### src/rtl/kbest_layer_sched_if.sv
// Bundle of scheduler handshake signals: vector intake, engine control,
// shared sorter control, result output and status.
//
// Handshake rule (both in_* and out_*): a transfer happens on a rising clk
// edge where valid and ready are both 1; the source holds valid and its
// payload stable until that edge, and ready may not depend on valid.
interface kbest_layer_sched_if #(
    parameter int TAGW = 8
);
    logic            in_valid;
    logic            in_ready;
    logic [TAGW-1:0] in_tag;
    logic            eng_start;
    logic [1:0]      eng_pair;
    logic            eng_first;
    logic            eng_done;
    logic            sort_en;
    logic [3:0]      sort_step;
    logic            out_valid;
    logic            out_ready;
    logic [TAGW-1:0] out_tag;
    logic            err;
    logic [15:0]     vec_cnt;
    logic [2:0]      state;      // debug view of the FSM state

    // Scheduler side.
    modport master (
        input  in_valid, in_tag, eng_done, out_ready,
        output in_ready, eng_start, eng_pair, eng_first, sort_en, sort_step,
               out_valid, out_tag, err, vec_cnt, state
    );

    // Environment side: vector source, engine, sorter and result sink.
    modport slave (
        output in_valid, in_tag, eng_done, out_ready,
        input  in_ready, eng_start, eng_pair, eng_first, sort_en, sort_step,
               out_valid, out_tag, err, vec_cnt, state
    );
endinterface

### src/rtl/kbest_layer_sched.sv
// K-best layer-pair scheduler: accepts one received vector, walks the layer
// pairs from the top pair down to pair 0, launching the expansion engine and
// then the shared PED sorter for each pair, and finally presents the vector
// tag as a completed result. A missing eng_done aborts the vector with err.
module kbest_layer_sched #(
    parameter int NPAIR    = 4,
    parameter int SORT_CYC = 16,
    parameter int TIMEOUT  = 255,
    parameter int TAGW     = 8
) (
    input logic               clk,
    input logic               rstn,
    kbest_layer_sched_if.master bus
);

    typedef enum logic [2:0] {
        IDLE  = 3'd0,
        ISSUE = 3'd1,
        WAIT  = 3'd2,
        SORT  = 3'd3,
        OUT   = 3'd4
    } state_e;

    localparam int         WCW       = (TIMEOUT < 2) ? 1 : $clog2(TIMEOUT);
    localparam logic [1:0] PAIR_TOP  = 2'(NPAIR - 1);
    localparam logic [3:0] SORT_LAST = 4'(SORT_CYC - 1);
    localparam logic [WCW-1:0] WAIT_LAST = WCW'(TIMEOUT - 1);

    state_e          state_q, state_d;
    logic [1:0]      pair_q, pair_d;
    logic [WCW-1:0]  wait_cnt_q, wait_cnt_d;
    logic [3:0]      sort_step_q, sort_step_d;
    logic [TAGW-1:0] out_tag_q, out_tag_d;
    logic [15:0]     vec_cnt_q, vec_cnt_d;
    logic            eng_start_q, eng_start_d;
    logic            sort_en_q, sort_en_d;
    logic            out_valid_q, out_valid_d;
    logic            err_q, err_d;

    // State, counters and registered outputs; async active-low reset.
    always_ff @(posedge clk or negedge rstn) begin
        if (!rstn) begin
            state_q     <= IDLE;
            pair_q      <= PAIR_TOP;
            wait_cnt_q  <= '0;
            sort_step_q <= '0;
            out_tag_q   <= '0;
            vec_cnt_q   <= '0;
            eng_start_q <= 1'b0;
            sort_en_q   <= 1'b0;
            out_valid_q <= 1'b0;
            err_q       <= 1'b0;
        end else begin
            state_q     <= state_d;
            pair_q      <= pair_d;
            wait_cnt_q  <= wait_cnt_d;
            sort_step_q <= sort_step_d;
            out_tag_q   <= out_tag_d;
            vec_cnt_q   <= vec_cnt_d;
            eng_start_q <= eng_start_d;
            sort_en_q   <= sort_en_d;
            out_valid_q <= out_valid_d;
            err_q       <= err_d;
        end
    end

    // Next-state and next-output decode; pulse outputs are derived from the
    // upcoming state so they line up with the state they belong to.
    always_comb begin
        state_d     = state_q;
        pair_d      = pair_q;
        wait_cnt_d  = wait_cnt_q;
        sort_step_d = '0;
        out_tag_d   = out_tag_q;
        vec_cnt_d   = vec_cnt_q;
        err_d       = 1'b0;

        case (state_q)
            IDLE: begin
                if (bus.in_valid) begin
                    out_tag_d = bus.in_tag;
                    pair_d    = PAIR_TOP;
                    state_d   = ISSUE;
                end
            end
            ISSUE: begin
                wait_cnt_d = '0;
                state_d    = WAIT;
            end
            WAIT: begin
                // eng_done is checked first so it wins over the expiry.
                if (bus.eng_done) begin
                    state_d = SORT;
                end else if (wait_cnt_q == WAIT_LAST) begin
                    err_d      = 1'b1;
                    wait_cnt_d = '0;
                    state_d    = IDLE;
                end else begin
                    wait_cnt_d = wait_cnt_q + WCW'(1);
                end
            end
            SORT: begin
                if (sort_step_q == SORT_LAST) begin
                    if (pair_q == 2'd0) begin
                        state_d = OUT;
                    end else begin
                        pair_d  = pair_q - 2'd1;
                        state_d = ISSUE;
                    end
                end else begin
                    sort_step_d = sort_step_q + 4'd1;
                end
            end
            OUT: begin
                if (bus.out_ready) begin
                    vec_cnt_d = vec_cnt_q + 16'd1;
                    state_d   = IDLE;
                end
            end
            default: state_d = IDLE;
        endcase

        eng_start_d = (state_d == ISSUE);
        sort_en_d   = (state_d == SORT);
        out_valid_d = (state_d == OUT);
    end

    assign bus.in_ready  = (state_q == IDLE);
    assign bus.eng_first = (pair_q == PAIR_TOP);
    assign bus.eng_start = eng_start_q;
    assign bus.eng_pair  = pair_q;
    assign bus.sort_en   = sort_en_q;
    assign bus.sort_step = sort_step_q;
    assign bus.out_valid = out_valid_q;
    assign bus.out_tag   = out_tag_q;
    assign bus.err       = err_q;
    assign bus.vec_cnt   = vec_cnt_q;
    assign bus.state     = state_q;

endmodule

### src/flat_wrapper.sv
// flat-port wrapper written by rule: the top's interface ports become plain ports
module kbest_layer_sched_flat 
#(
    parameter int NPAIR    = 4,
    parameter int SORT_CYC = 16,
    parameter int TIMEOUT  = 255,
    parameter int TAGW     = 8
)
  (clk, rstn, bus_in_valid, bus_in_tag, bus_eng_done, bus_out_ready, bus_in_ready, bus_eng_start, bus_eng_pair, bus_eng_first, bus_sort_en, bus_sort_step, bus_out_valid, bus_out_tag, bus_err, bus_vec_cnt, bus_state);
  kbest_layer_sched_if #(.TAGW(TAGW)) bus_i ();
  input logic clk;
  input logic rstn;
  input wire logic [$bits(bus_i.in_valid)-1:0] bus_in_valid;
  input wire logic [$bits(bus_i.in_tag)-1:0] bus_in_tag;
  input wire logic [$bits(bus_i.eng_done)-1:0] bus_eng_done;
  input wire logic [$bits(bus_i.out_ready)-1:0] bus_out_ready;
  output wire logic [$bits(bus_i.in_ready)-1:0] bus_in_ready;
  output wire logic [$bits(bus_i.eng_start)-1:0] bus_eng_start;
  output wire logic [$bits(bus_i.eng_pair)-1:0] bus_eng_pair;
  output wire logic [$bits(bus_i.eng_first)-1:0] bus_eng_first;
  output wire logic [$bits(bus_i.sort_en)-1:0] bus_sort_en;
  output wire logic [$bits(bus_i.sort_step)-1:0] bus_sort_step;
  output wire logic [$bits(bus_i.out_valid)-1:0] bus_out_valid;
  output wire logic [$bits(bus_i.out_tag)-1:0] bus_out_tag;
  output wire logic [$bits(bus_i.err)-1:0] bus_err;
  output wire logic [$bits(bus_i.vec_cnt)-1:0] bus_vec_cnt;
  output wire logic [$bits(bus_i.state)-1:0] bus_state;
  assign bus_i.in_valid = bus_in_valid;
  assign bus_i.in_tag = bus_in_tag;
  assign bus_i.eng_done = bus_eng_done;
  assign bus_i.out_ready = bus_out_ready;
  assign bus_in_ready = bus_i.in_ready;
  assign bus_eng_start = bus_i.eng_start;
  assign bus_eng_pair = bus_i.eng_pair;
  assign bus_eng_first = bus_i.eng_first;
  assign bus_sort_en = bus_i.sort_en;
  assign bus_sort_step = bus_i.sort_step;
  assign bus_out_valid = bus_i.out_valid;
  assign bus_out_tag = bus_i.out_tag;
  assign bus_err = bus_i.err;
  assign bus_vec_cnt = bus_i.vec_cnt;
  assign bus_state = bus_i.state;
  kbest_layer_sched #(.NPAIR(NPAIR), .SORT_CYC(SORT_CYC), .TIMEOUT(TIMEOUT), .TAGW(TAGW)) u_core (.clk(clk), .rstn(rstn), .bus(bus_i));
endmodule
### config.mk
export PLATFORM = sky130hd
export DESIGN_NAME = kbest_layer_sched_flat
export DESIGN_NICKNAME = d
export VERILOG_FILES = /design/src/rtl/kbest_layer_sched_if.sv /design/src/rtl/kbest_layer_sched.sv /design/src/flat_wrapper.sv
export SDC_FILE = /design/constraint.sdc
export NUM_CORES = 1
export LEC_CHECK = 0
export ABC_AREA = 0
export CAP_MARGIN = 20
export CORE_UTILIZATION = 52
export DETAILED_ROUTE_END_ITERATION = 10
export HOLD_SLACK_MARGIN = 0.03
export PLACE_DENSITY = 0.87
export SLEW_MARGIN = 20
export SYNTH_ARGS = -nofsm -noshare
export SYNTH_HDL_FRONTEND = slang
export SYNTH_SLANG_ARGS = --single-unit
### constraint.sdc
create_clock -name clk -period 4.6 [get_ports clk]
set_input_delay 0.92 -clock clk [delete_from_list [all_inputs] [get_ports clk]]
set_output_delay 0.92 -clock clk [all_outputs]
set_load 0.005 [all_outputs]
==> flow_metrics.env <==
export IMPL_preCtsSetupSlack_ns=1.86
export IMPL_cts_made_buffers=5
export IMPL_tritoncts="done"
export IMPL_die_area_sq_mm=0.00426
export IMPL_p_clk_frac=0.200
export IMPL_place_area_sq_mm=0.00263
export IMPL_path_cells="nor3_1 -> clkdlybuf4s50_1"
export IMPL_synth_cell_types=40
export IMPL_r2r_setup_slack_ns=2.59
export IMPL_synth_nets=207
export IMPL_synth_ff_type="dfrtp_1"
export IMPL_rows=22
export IMPL_die_y_um=65.3
export IMPL_synth_seq_area_share=0.542
export IMPL_grt_pass1_vias=1594
export IMPL_critPathRequiredTime_ns=3.68
export IMPL_cp_slowest_cell="clkdlybuf4s50_1"
export IMPL_setup_tns_ns=0
export IMPL_first_pass_iters=4
export IMPL_ys_ff_latch=45
export IMPL_grt_pass1_wl_mm=7.05
export IMPL_track_usage=0.219
export IMPL_cts_root_buf="clkbuf_8"
export IMPL_place_congestion=0.836
export IMPL_status="finished, final reports clean"
export IMPL_postCtsResizedCells=0
export IMPL_path_max_fanout=12
export IMPL_worstSkewPairLatency_ns=0.30
export IMPL_crit_path_max_incr_delay_ns=0.57
export IMPL_startpoint="u_core.bus.state[2]"
export IMPL_relSlewSlack=0.668
export IMPL_seqCellArea_sq_mm=0.00113
export IMPL_portBuffers=51
export IMPL_slew_violations=0
export IMPL_post_route_util=0.731
export IMPL_hold_path_end="u_core.bus.vec_cnt[15]"
export IMPL_synth_area_sq_mm=0.00208
export IMPL_cp_arrival_ns=1.74
export IMPL_drt_total_wl_mm=4.03
export IMPL_setup_slack_ns=1.94
export IMPL_sw_frac_of_total=0.299
export IMPL_die_w_um=65.3
export IMPL_clkSinkCount=45
export IMPL_p_leak_nw=1.18
export IMPL_rsz0062_at_grt="false"
export IMPL_synth_area_per_cell_sq_um=11.1
export IMPL_drive_gt1_frac=0.123
export IMPL_irDropWorstVdd_uv=274
export IMPL_postCtsHoldBufs=0
export IMPL_hold_path_startpoint="u_core.bus.vec_cnt[15]"
export IMPL_io_pins=52
export IMPL_synth_edf_count=0
export IMPL_antenna_found_initial=0
export IMPL_vias=1574
export IMPL_clock_path_buffers=2
export IMPL_yosysWarnings=0
export IMPL_timing_hold_violations_final=0
export IMPL_initial_core_util=0.556
export IMPL_n_antenna_cell=0
export IMPL_worstMarginPinSlew_ns=0.493
export IMPL_core_sq_mm=0.00374
export IMPL_period_minus_slack_ns=2.66
export IMPL_r2r_start="u_core.bus.state[2]"
export IMPL_postCtsSetupBuffers=0
export IMPL_power_density_mw_per_mm2=428
export IMPL_cts_clk_slew_worst_paths_ns=0.08
export IMPL_multi_input_area_sq_um=895
export IMPL_switchingPower_mw=0.350
export IMPL_post_dp_hpwl_mm=2.87
export IMPL_ys_async_sr_fraction=1.00
export IMPL_ant_nets=0
export IMPL_end_kind="output port"
export IMPL_power_frac_seq=0.463
export IMPL_holdPathStages=1
export IMPL_viasPerCell=5.41
export IMPL_finalSetupViolations=0
export IMPL_maxCapViolCount=0
export IMPL_holdWs_ns=0.479
export IMPL_intPower_mw=0.823
export IMPL_overflow=0
export IMPL_h_tree_depth=2
export IMPL_max_freq_ghz=0.376
export IMPL_regToRegEndpoint="u_core.bus.eng_pair[1]"
export IMPL_final_nets=261
export IMPL_final_cell_area_sq_mm=0.00274
export IMPL_fill_cells=274
export IMPL_hold_class="flip-flop to flip-flop"
export IMPL_synthToLayoutAreaGrowth_pct=31.4
export IMPL_detail_route_wl_per_cell_um=13.8
export IMPL_reg2reg_depth=4
export IMPL_clock_skew_ns=0.00545
export IMPL_grt_max_degree=46
export IMPL_comb_power_share=0.337
export IMPL_synthCells=188
export IMPL_startpoint_type="flip-flop"
export IMPL_period_share=0.578
export IMPL_path_class="flip-flop to output port"
export IMPL_drc=0
export IMPL_dr_first_iter_drc_count=96
cell usage after synthesis, types with 4 or more instances:
cell     count  share of area
and3_1       4          0.012
nand4_1      4          0.012
nor3_1       5          0.012
dfrtp_1     43           0.52
mux2_2       9          0.049
xnor2_1     16          0.067
a21oi_1      5          0.012
inv_1       10          0.018
o21ai_0      6          0.014
nand3_1      9          0.022
nor4_1       4          0.012
nand2_1     14          0.025
nor2_1      11          0.020
ha_1         6          0.036
routing by layer:
metal,track usage,wire length (um),vias to the layer above
met2,0.372,1940,41
li1,-,-,765
met5,0,0,-
met1,0.266,1840,761
met3,0.0677,188,7
met4,0.0652,57,0
power by group through the flow:
stage	registers (mW)	clock network [mW]	logic [mW]
after floorplan	0.536	0	0.203
after global placement	0.546	0	0.384
after detailed placement	0.549	0	0.393
after CTS	0.542	0.243	0.395
after global routing	0.557	0.261	0.431
final	0.543	0.234	0.395
critical path, delay by kind of cell (launching register included):
family	cells	cell delay, ns
buffers and inverters	1	0.57
DFF	1	0.51
and+or+nand+nor	1	0.35
how the worst max path moves through the flow:
| stage | cells after the start | slack [ns] | end |
|---|---|---|---|
| detailed placement | 5 | 1.86 | u_core.wait_cnt_q[6] |
| global placement | 5 | 1.90 | u_core.wait_cnt_q[6] |
| global route | 2 | 1.83 | bus_in_ready |
| finish | 2 | 1.94 | bus_in_ready |
| floorplan | 4 | 2.42 | u_core.wait_cnt_q[6] |
| CTS | 2 | 1.96 | bus_in_ready |
cell usage in the layout (no fill, tap or decap), types with 3 or more instances in the layout:
master            n
mux2_2            9
dfrtp_1          43
inv_1            10
nand4_1           4
nor4_1            4
nor3_1            5
nand2_1          14
o21ai_0           6
a211oi_1          3
xnor2_1          16
clkbuf_8          5
xor2_1            3
or2_2             3
and3_1            4
a21oi_1           5
ha_1              6
nand3_1           9
nor2_1           11
clkdlybuf4s50_1  50
state kept, by name (all words and copies together) (netlist names):
register / cells
u_core.bus.vec_cnt: 16
u_core.bus.out_tag: 8
u_core.wait_cnt_q: 8
u_core.bus.sort_step: 4
u_core.bus.state: 3
u_core.bus.eng_pair: 2
u_core.bus.eng_start: 1
u_core.bus.err: 1
u_core.bus.out_valid: 1
u_core.bus.sort_en: 1
cells by family after synthesis:
| family | share of synthesized area |
|---|---|
| AND/OR/NAND/NOR | 0.184 |
| flip-flops | 0.542 |
| AO/OA/AOI/OAI | 0.0805 |
| XOR/XNOR | 0.0799 |
| buffers and inverters | 0.0288 |
| multiplexers | 0.0486 |
| adder cells (fa/ha/maj) | 0.0360 |
layout make-up:
class / instances / area share
clock inverters: 1 / 0.00274
clock buffers: 7 / 0.0279
flip-flops and latches: 45 / 0.412
repair buffers: 52 / 0.195
well taps: 48 / 0.0219
multi-input cells: 128 / 0.327
inverters: 10 / 0.0137
stage by stage:
stage / std cells / power, mW
global route: 291 / 1.25
finish: 291 / 1.17
global placement: 282 / 0.931
CTS: 290 / 1.18
detailed placement: 282 / 0.942
floorplan: 188 / 0.739
Note: power is estimated with default switching activity, not from simulation.
